### config.mk
export PLATFORM = sky130hd
export DESIGN_NAME = des_round_seq
export DESIGN_NICKNAME = d
export VERILOG_FILES = /design/src/rtl/des_round_seq.sv
export SDC_FILE = /design/constraint.sdc
export NUM_CORES = 1
export LEC_CHECK = 0
export BUFFER_PORTS_ARGS = -buffer_cell sky130_fd_sc_hd__buf_4
export CAP_MARGIN = 15
export CORE_AREA = 2 2 115 117
export DETAILED_ROUTE_END_ITERATION = 10
export DIE_AREA = 0 0 117 119
export PLACE_DENSITY = 0.67
export SKIP_LAST_GASP = 1
export SYNTH_ARGS = -nofsm -noshare
export SYNTH_HDL_FRONTEND = slang
export SYNTH_SLANG_ARGS = --single-unit
### constraint.sdc
create_clock -name clk -period 2.8 [get_ports clk]
set_input_delay 0.56 -clock clk [delete_from_list [all_inputs] [get_ports clk]]
set_output_delay 0.56 -clock clk [all_outputs]
set_load 0.05 [all_outputs]
### src/rtl/des_round_seq.sv
// Iterative DES Feistel round sequencer sharing one external f-function.
// Optional abort port: define DES_ROUND_SEQ_ABORT_EN.
module des_round_seq #(
  parameter int NUM_ROUNDS = 16,
  parameter int KEY_W      = 48
) (
  input  logic             clk,
  input  logic             n_rst,
  input  logic             decrypt,
  input  logic             in_valid,
  output logic             in_ready,
  input  logic [63:0]      data_in,
  output logic [3:0]       subkey_idx,
  input  logic [KEY_W-1:0] subkey_in,
  output logic [31:0]      f_r_out,
  output logic [KEY_W-1:0] f_key_out,
  input  logic [31:0]      f_result_in,
  output logic             out_valid,
  input  logic             out_ready,
  output logic [63:0]      data_out,
  output logic             busy
`ifdef DES_ROUND_SEQ_ABORT_EN
  ,
  input  logic             abort
`endif
);

  typedef enum logic [1:0] {
    S_IDLE,
    S_ROUND,
    S_DONE
  } state_t;

  localparam logic [4:0] LAST  = 5'(NUM_ROUNDS - 1);
  localparam logic [3:0] LAST4 = 4'(NUM_ROUNDS - 1);

  state_t      state;
  logic [31:0] l_q;
  logic [31:0] r_q;
  logic [4:0]  rc;
  logic        dir;
  logic        abort_w;
  logic [3:0]  k_next;
  logic [3:0]  idx_next;

`ifdef DES_ROUND_SEQ_ABORT_EN
  assign abort_w = abort;
`else
  assign abort_w = 1'b0;
`endif

  assign f_r_out   = r_q;
  assign f_key_out = subkey_in;
  assign data_out  = {r_q, l_q};

  // Index for the round after this one, precomputed so the
  // subkey request is always a register output.
  always_comb begin
    k_next   = rc[3:0] + 4'd1;
    idx_next = dir ? (LAST4 - k_next) : k_next;
  end

  always_ff @(posedge clk or negedge n_rst) begin
    if (!n_rst) begin
      state      <= S_IDLE;
      l_q        <= '0;
      r_q        <= '0;
      rc         <= '0;
      dir        <= 1'b0;
      subkey_idx <= '0;
      in_ready   <= 1'b1;
      out_valid  <= 1'b0;
      busy       <= 1'b0;
    end else if (abort_w && state != S_IDLE) begin
      state      <= S_IDLE;
      l_q        <= '0;
      r_q        <= '0;
      rc         <= '0;
      subkey_idx <= '0;
      in_ready   <= 1'b1;
      out_valid  <= 1'b0;
      busy       <= 1'b0;
    end else begin
      unique case (state)
        S_IDLE: begin
          if (in_valid) begin
            state      <= S_ROUND;
            l_q        <= data_in[63:32];
            r_q        <= data_in[31:0];
            dir        <= decrypt;
            rc         <= '0;
            subkey_idx <= decrypt ? LAST4 : 4'd0;
            in_ready   <= 1'b0;
            busy       <= 1'b1;
          end
        end
        S_ROUND: begin
          l_q <= r_q;
          r_q <= l_q ^ f_result_in;
          if (rc == LAST) begin
            state     <= S_DONE;
            out_valid <= 1'b1;
          end else begin
            rc         <= rc + 5'd1;
            subkey_idx <= idx_next;
          end
        end
        S_DONE: begin
          if (out_ready) begin
            state     <= S_IDLE;
            out_valid <= 1'b0;
            busy      <= 1'b0;
            in_ready  <= 1'b1;
          end
        end
        default: begin
          state     <= S_IDLE;
          out_valid <= 1'b0;
          busy      <= 1'b0;
          in_ready  <= 1'b1;
        end
      endcase
    end
  end

endmodule

* Word-level counts from Yosys, hierarchy flattened
Cells that the tools add are included.
Widths: inputs -> output; s select.
** Storage, ports and cells
- Bits of input ports :: 149
- Output and inout port bits :: 151
- Register bits after elaboration :: 79
- Word-level logic and storage cells :: 54
** Cells by class
- Reductions and logical operators :: 8
- Bitwise logic cells :: 3
- Equal/unequal tests :: 7
- Add/subtract/negate cells :: 3
- Mux-type cells :: 24
** Operators with widths (count)
- $pmux 32 s2 :: 2
- $mux 32 :: 2
- $xor 32x32->32 :: 1
- $mux 4 :: 4
- $reduce_and 3->1 :: 4
- $mux 5 :: 2
- $pmux 5 s2 :: 1
- $pmux 1 s3 :: 3
- $ne 2x2->1 const B :: 4
- $pmux 4 s2 :: 1
- $mux 2 :: 3
- $pmux 2 s3 :: 1
- $add 5x1->5 const B :: 1
- $eq 5x4->1 const B :: 1
- $mux 1 :: 5
- $add 4x1->4 const B :: 1
- $reduce_and 2->1 :: 2
- $sub 4x4->4 const A :: 1
- $eq 2x1->1 const B :: 1
- $eq 2x2->1 const B :: 1
- $logic_not 2->1 :: 1
- $not 1->1 :: 2
- $reduce_bool 2->1 :: 1

* Depth between registers and ports, before layout
- Depth after elaboration :: 5
- Mapped depth :: 8

* Worst setup path after synthesis
Ideal clock, no wire load.
- Path kind :: register to register
- Start :: reg rc[0]
- End :: reg subkey_idx[3]
- Data arrival time :: 1.953 ns
- Stages on the path, launching flop included :: 9
- Setup time :: 0.126 ns
- Data required time :: 2.674 ns
- Buffers on the path :: 2
- Setup slack :: 0.721 ns
- Path through :: dfrtp_1 ha_1 and3_1 ha_1 and2_4 buf_6 or2_0 clkbuf_2 a221o_1
** On the way
- Cells in the longest elaborated chain, start to end :: 5
- Elaborated cells between the ends (all ways) :: 8
- Those cells by class :: add/sub: 2; eq/ne: 2; mux: 3; reduce/logical: 1
** RTL lines
- start, declared :: RTL line 40 : logic [4:0] rc;
- start signal, assigned :: RTL line 104 : rc <= rc + 5'd1;
- $add 4x1->4 :: RTL line 59 : k_next = rc[3:0] + 4'd1;
- $sub 4x4->4 :: RTL line 60 : idx_next = dir ? (LAST4 - k_next) : k_next;
- $mux 4 :: RTL line 60
- $mux 4 :: RTL line 100 : if (rc == LAST) begin
- $pmux 4 s2 :: RTL line 84 : unique case (state)
- end signal, assigned :: RTL line 92 : subkey_idx <= decrypt ? LAST4 : 4'd0;
- end signal, assigned :: RTL line 105 : subkey_idx <= idx_next;
- end, declared :: RTL line 13 : output logic [3:0] subkey_idx,
Parallel ways exist; a longest one is shown, timed or not. The select of a mux whose other input is x is not followed.
A chain may end at the register's enable or synchronous reset.

* Worst setup path after layout
Ends and elaborated chain as after synthesis.

==> key figures <==
Floorplanning
  – # IOs: 300
  – Starting density of the core: 0.3492
  – Core Region: between 10000 and 15000 um^2
  – Std cell rows: 42
  – Die Y: 119 um
  – Die area: ~14000 um^2
  – DIE WIDTH: 117 um

Critical path
  – Critical path class: register to register
  – Worst-path cell chain: ha_1, and3_1, ha_1, and2_4, or2_0, a221o_1
  – Endpoint class of the critical path: register
  – CP max stage delay: around 0.42 ns
  – Crit path top cell by count: ha_1
  – CP required: around 3 ns
  – CP max stage cell: dfrtp_1
  – Max Fanout on Critical Path: 8
  – WP data arrival: 2.37 ns
  – Crit path launch type: register

Run status
  – Run status: complete, no violations

STA
  – Max_slew headroom: 0.4241
  – Fin. Hold Viols: 0
  – Period utilization: 0.7730
  – Setup violators final: 0
  – Setup TNS: 0 ns
  – Max Slew Vio Count: 0
  – Slew @ Worst Pin: 0.8639 ns
  – Setup Skew: 0.009895 ns
  – Final min period: 2.164 ns
  – Peak Freq: 462.0 MHz
  – RSZ-0062 raised after global routing: no

Synthesis
  – Largest cells by area after synthesis: dfrtp_1 43%, buf_4 14%, o21ai_0 7.9%, mux2i_1 7.8%, xor2_1 6.6%
  – Mapped Cells: ~470
  – Post-Syn Area: between 4000 and 5000 um^2
  – Syn. warnings: 0
  – Syn Area/Cell: around 9.5 um^2
  – Post-synthesis compound-gate area fraction: 0.1467
  – Yosys cell types: 38
  – XOR/XNOR Fraction of Synth Area: 0.07403
  – Post-Synth Simple-Gate Area: 0.07793
  – Sequential fraction of the synthesis area: 0.4400
  – Count leader, synth: buf_4
  – Proportion of synthesized area in mux cells: 0.08043
  – Commonest register cell after synthesis: dfrtp_1
  – Largest family of logic cells by synthesized area: buffers and inverters
  – Synth top cells by count: 84 x buf_4, 78 x dfrtp_1, 71 x o21ai_0
  – Synth Register Bits: 79
  – Post-synth ARST share: 1.000
  – Post-synth EDFFs: 0
  – Area leader, netlist: dfrtp_1
  – Share of the synthesized area in the top cell type: 0.4342
  – Post-synthesis net count: 623
  – Post-Synth Adder-Cell Area: 0.005566

Clock tree
  – Worst skew pair latency: 0.33 ns
  – Post-CTS setup repair buffer count: 0
  – H-tree depth: 3
  – Clk buf depth: 2
  – Hold_buf cts: 0
  – Clk sinks: 79
  – Clock root buffer: clkbuf_16
  – TritonCTS buffer count: 9
  – Worst-path clk slew: 0.06 ns
  – CTS tree: built
  – Resized cells post-CTS: 0

Drt
  – 1st-iter DRT viols: roughly 150
  – Antenna viol nets, final: 0
  – Vias per inst: roughly 4.7
  – TritonRoute pass-1 iters: 4
  – Vias: 3615
  – Drt wl/cell: 14.76 um
  – Number of remaining DRC errors: 0
  – Detailed-route wire length: 11260 um

Job
  – Max cap viols: 0

Global route
  – Initial antenna violation count: 0
  – GRT Overall Usage: 0.1574
  – Total gr overflow: 0
  – Number of global-route vias before repair: 3582
  – Pin count of the biggest net entering global routing: 60
  – Global-route wire length before repair: 17360 um

Placed design
  – Placed cell count: 747
  – HPWL after DPL: ~8400 um
  – Placer Congestion: just under 0.8
  – Port bufs: approximately 200

Cells and area
  – # fillers: between 1k and 1.5k
  – Area delta synth->final: 30.56%
  – Multi-input gate area: about 1700 um^2
  – Final nets: 733
  – Diodes inserted: 0
  – Post-route non-filler standard cell count: 763
  – Seq. cell area: just under 2000 um^2
  – Share of layout cells above drive strength 1: 0.3969

Min path
  – Hold crit path type: primary input to asynchronous set/reset pin
==> critical path: cells and delay by family (launching register included) <==
| kind | cells | cell delay, ns |
|---|---|---|
| fa+ha+maj | 2 | 0.48 |
| simple gates | 3 | 0.75 |
| flops | 1 | 0.42 |
| compound gates | 1 | 0.40 |
==> final cells by class <==
| type | instances | area share |
|---|---|---|
| timing repair buffer | 210 | 0.2686 |
| clock buffer | 11 | 0.04136 |
| inverter | 6 | 0.003837 |
| clock inverter | 5 | 0.01386 |
| tap | 176 | 0.03752 |
| sequential | 79 | 0.3372 |
| multi-input combinational | 276 | 0.2976 |
==> state kept, by name (all words and copies together), names as in the netlist <==
register,flops
f_r_out,32
busy,1
out_valid,1
in_ready,1
dir,1
l_q,32
subkey_idx,4
state,2
rc,5
==> worst paths after layout <==
kind / startpoint / end / slack (ns) / depth (start not counted)
setup / recovery: rc[0]$_DFFE_PN0P_ / subkey_idx[3]$_DFFE_PN0P_ / 0.64 / 6
hold / removal: n_rst / l_q[20]$_DFFE_PN0P_ / 0.24 / 1
setup reg to reg: rc[0]$_DFFE_PN0P_ / subkey_idx[3]$_DFFE_PN0P_ / 0.64 / 6
hold reg to reg: out_valid$_DFFE_PN0P_ / out_valid$_DFFE_PN0P_ / 0.52 / 2
max in group asynchronous: n_rst / l_q[15]$_DFFE_PN0P_ / 1.83 / 2
min in group clk: data_in[51] / l_q[19]$_DFFE_PN0P_ / 0.51 / 3
==> cells by family (layout without fill, tap and decap cells) <==
group	after synthesis	in the layout
AOI/OAI and AO/OA	116	116
xor gates and xnor gates	38	38
adders and majority gates	2	2
buffers and inverters	117	232
DFF	79	79
muxes	36	36
and+or+nand+nor	84	84
==> placed cells by master, fill, tap and decap left out, drive strengths merged, types with 2 or more instances in the layout <==
cell,n
nor2,5
ha,2
a21o,2
a21oi,2
a211o,2
o21ai,71
dfrtp,78
o22ai,32
clkbuf,11
clkinv,2
bufinv,2
inv,6
nor2b,2
xor2,34
buf,210
mux2i,35
nand2,68
xnor2,4
==> per-stage QoR <==
step           hold WS, ns  instance area, um^2  worst slack, ns  utilization
6_report            0.2379                 5869           0.6356       0.4559
5_1_grt             0.2761                 5869           0.5565       0.4559
4_1_cts             0.2514                 5869           0.6344       0.4559
3_5_place_dp        0.5043                 5545           0.6583       0.4307
3_3_place_gp        0.5057                 5545           0.7613       0.4307
2_1_floorplan       0.2644                 4496           0.7214            -
==> metal layers <==
metal / global-route usage / vias to the layer above / wire length [um] / share of wire
li1: - / 1750 / - / -
met1: 0.1848 / 1689 / 4598 / 0.41
met2: 0.2775 / 148 / 5553 / 0.49
met3: 0.03104 / 28 / 836 / 0.074
met4: 0.06324 / 0 / 271 / 0.024
met5: 0 / - / 0 / 0
Power is not shown: default switching activity piles up to over one toggle a cycle in this logic, so the estimate is an artifact.
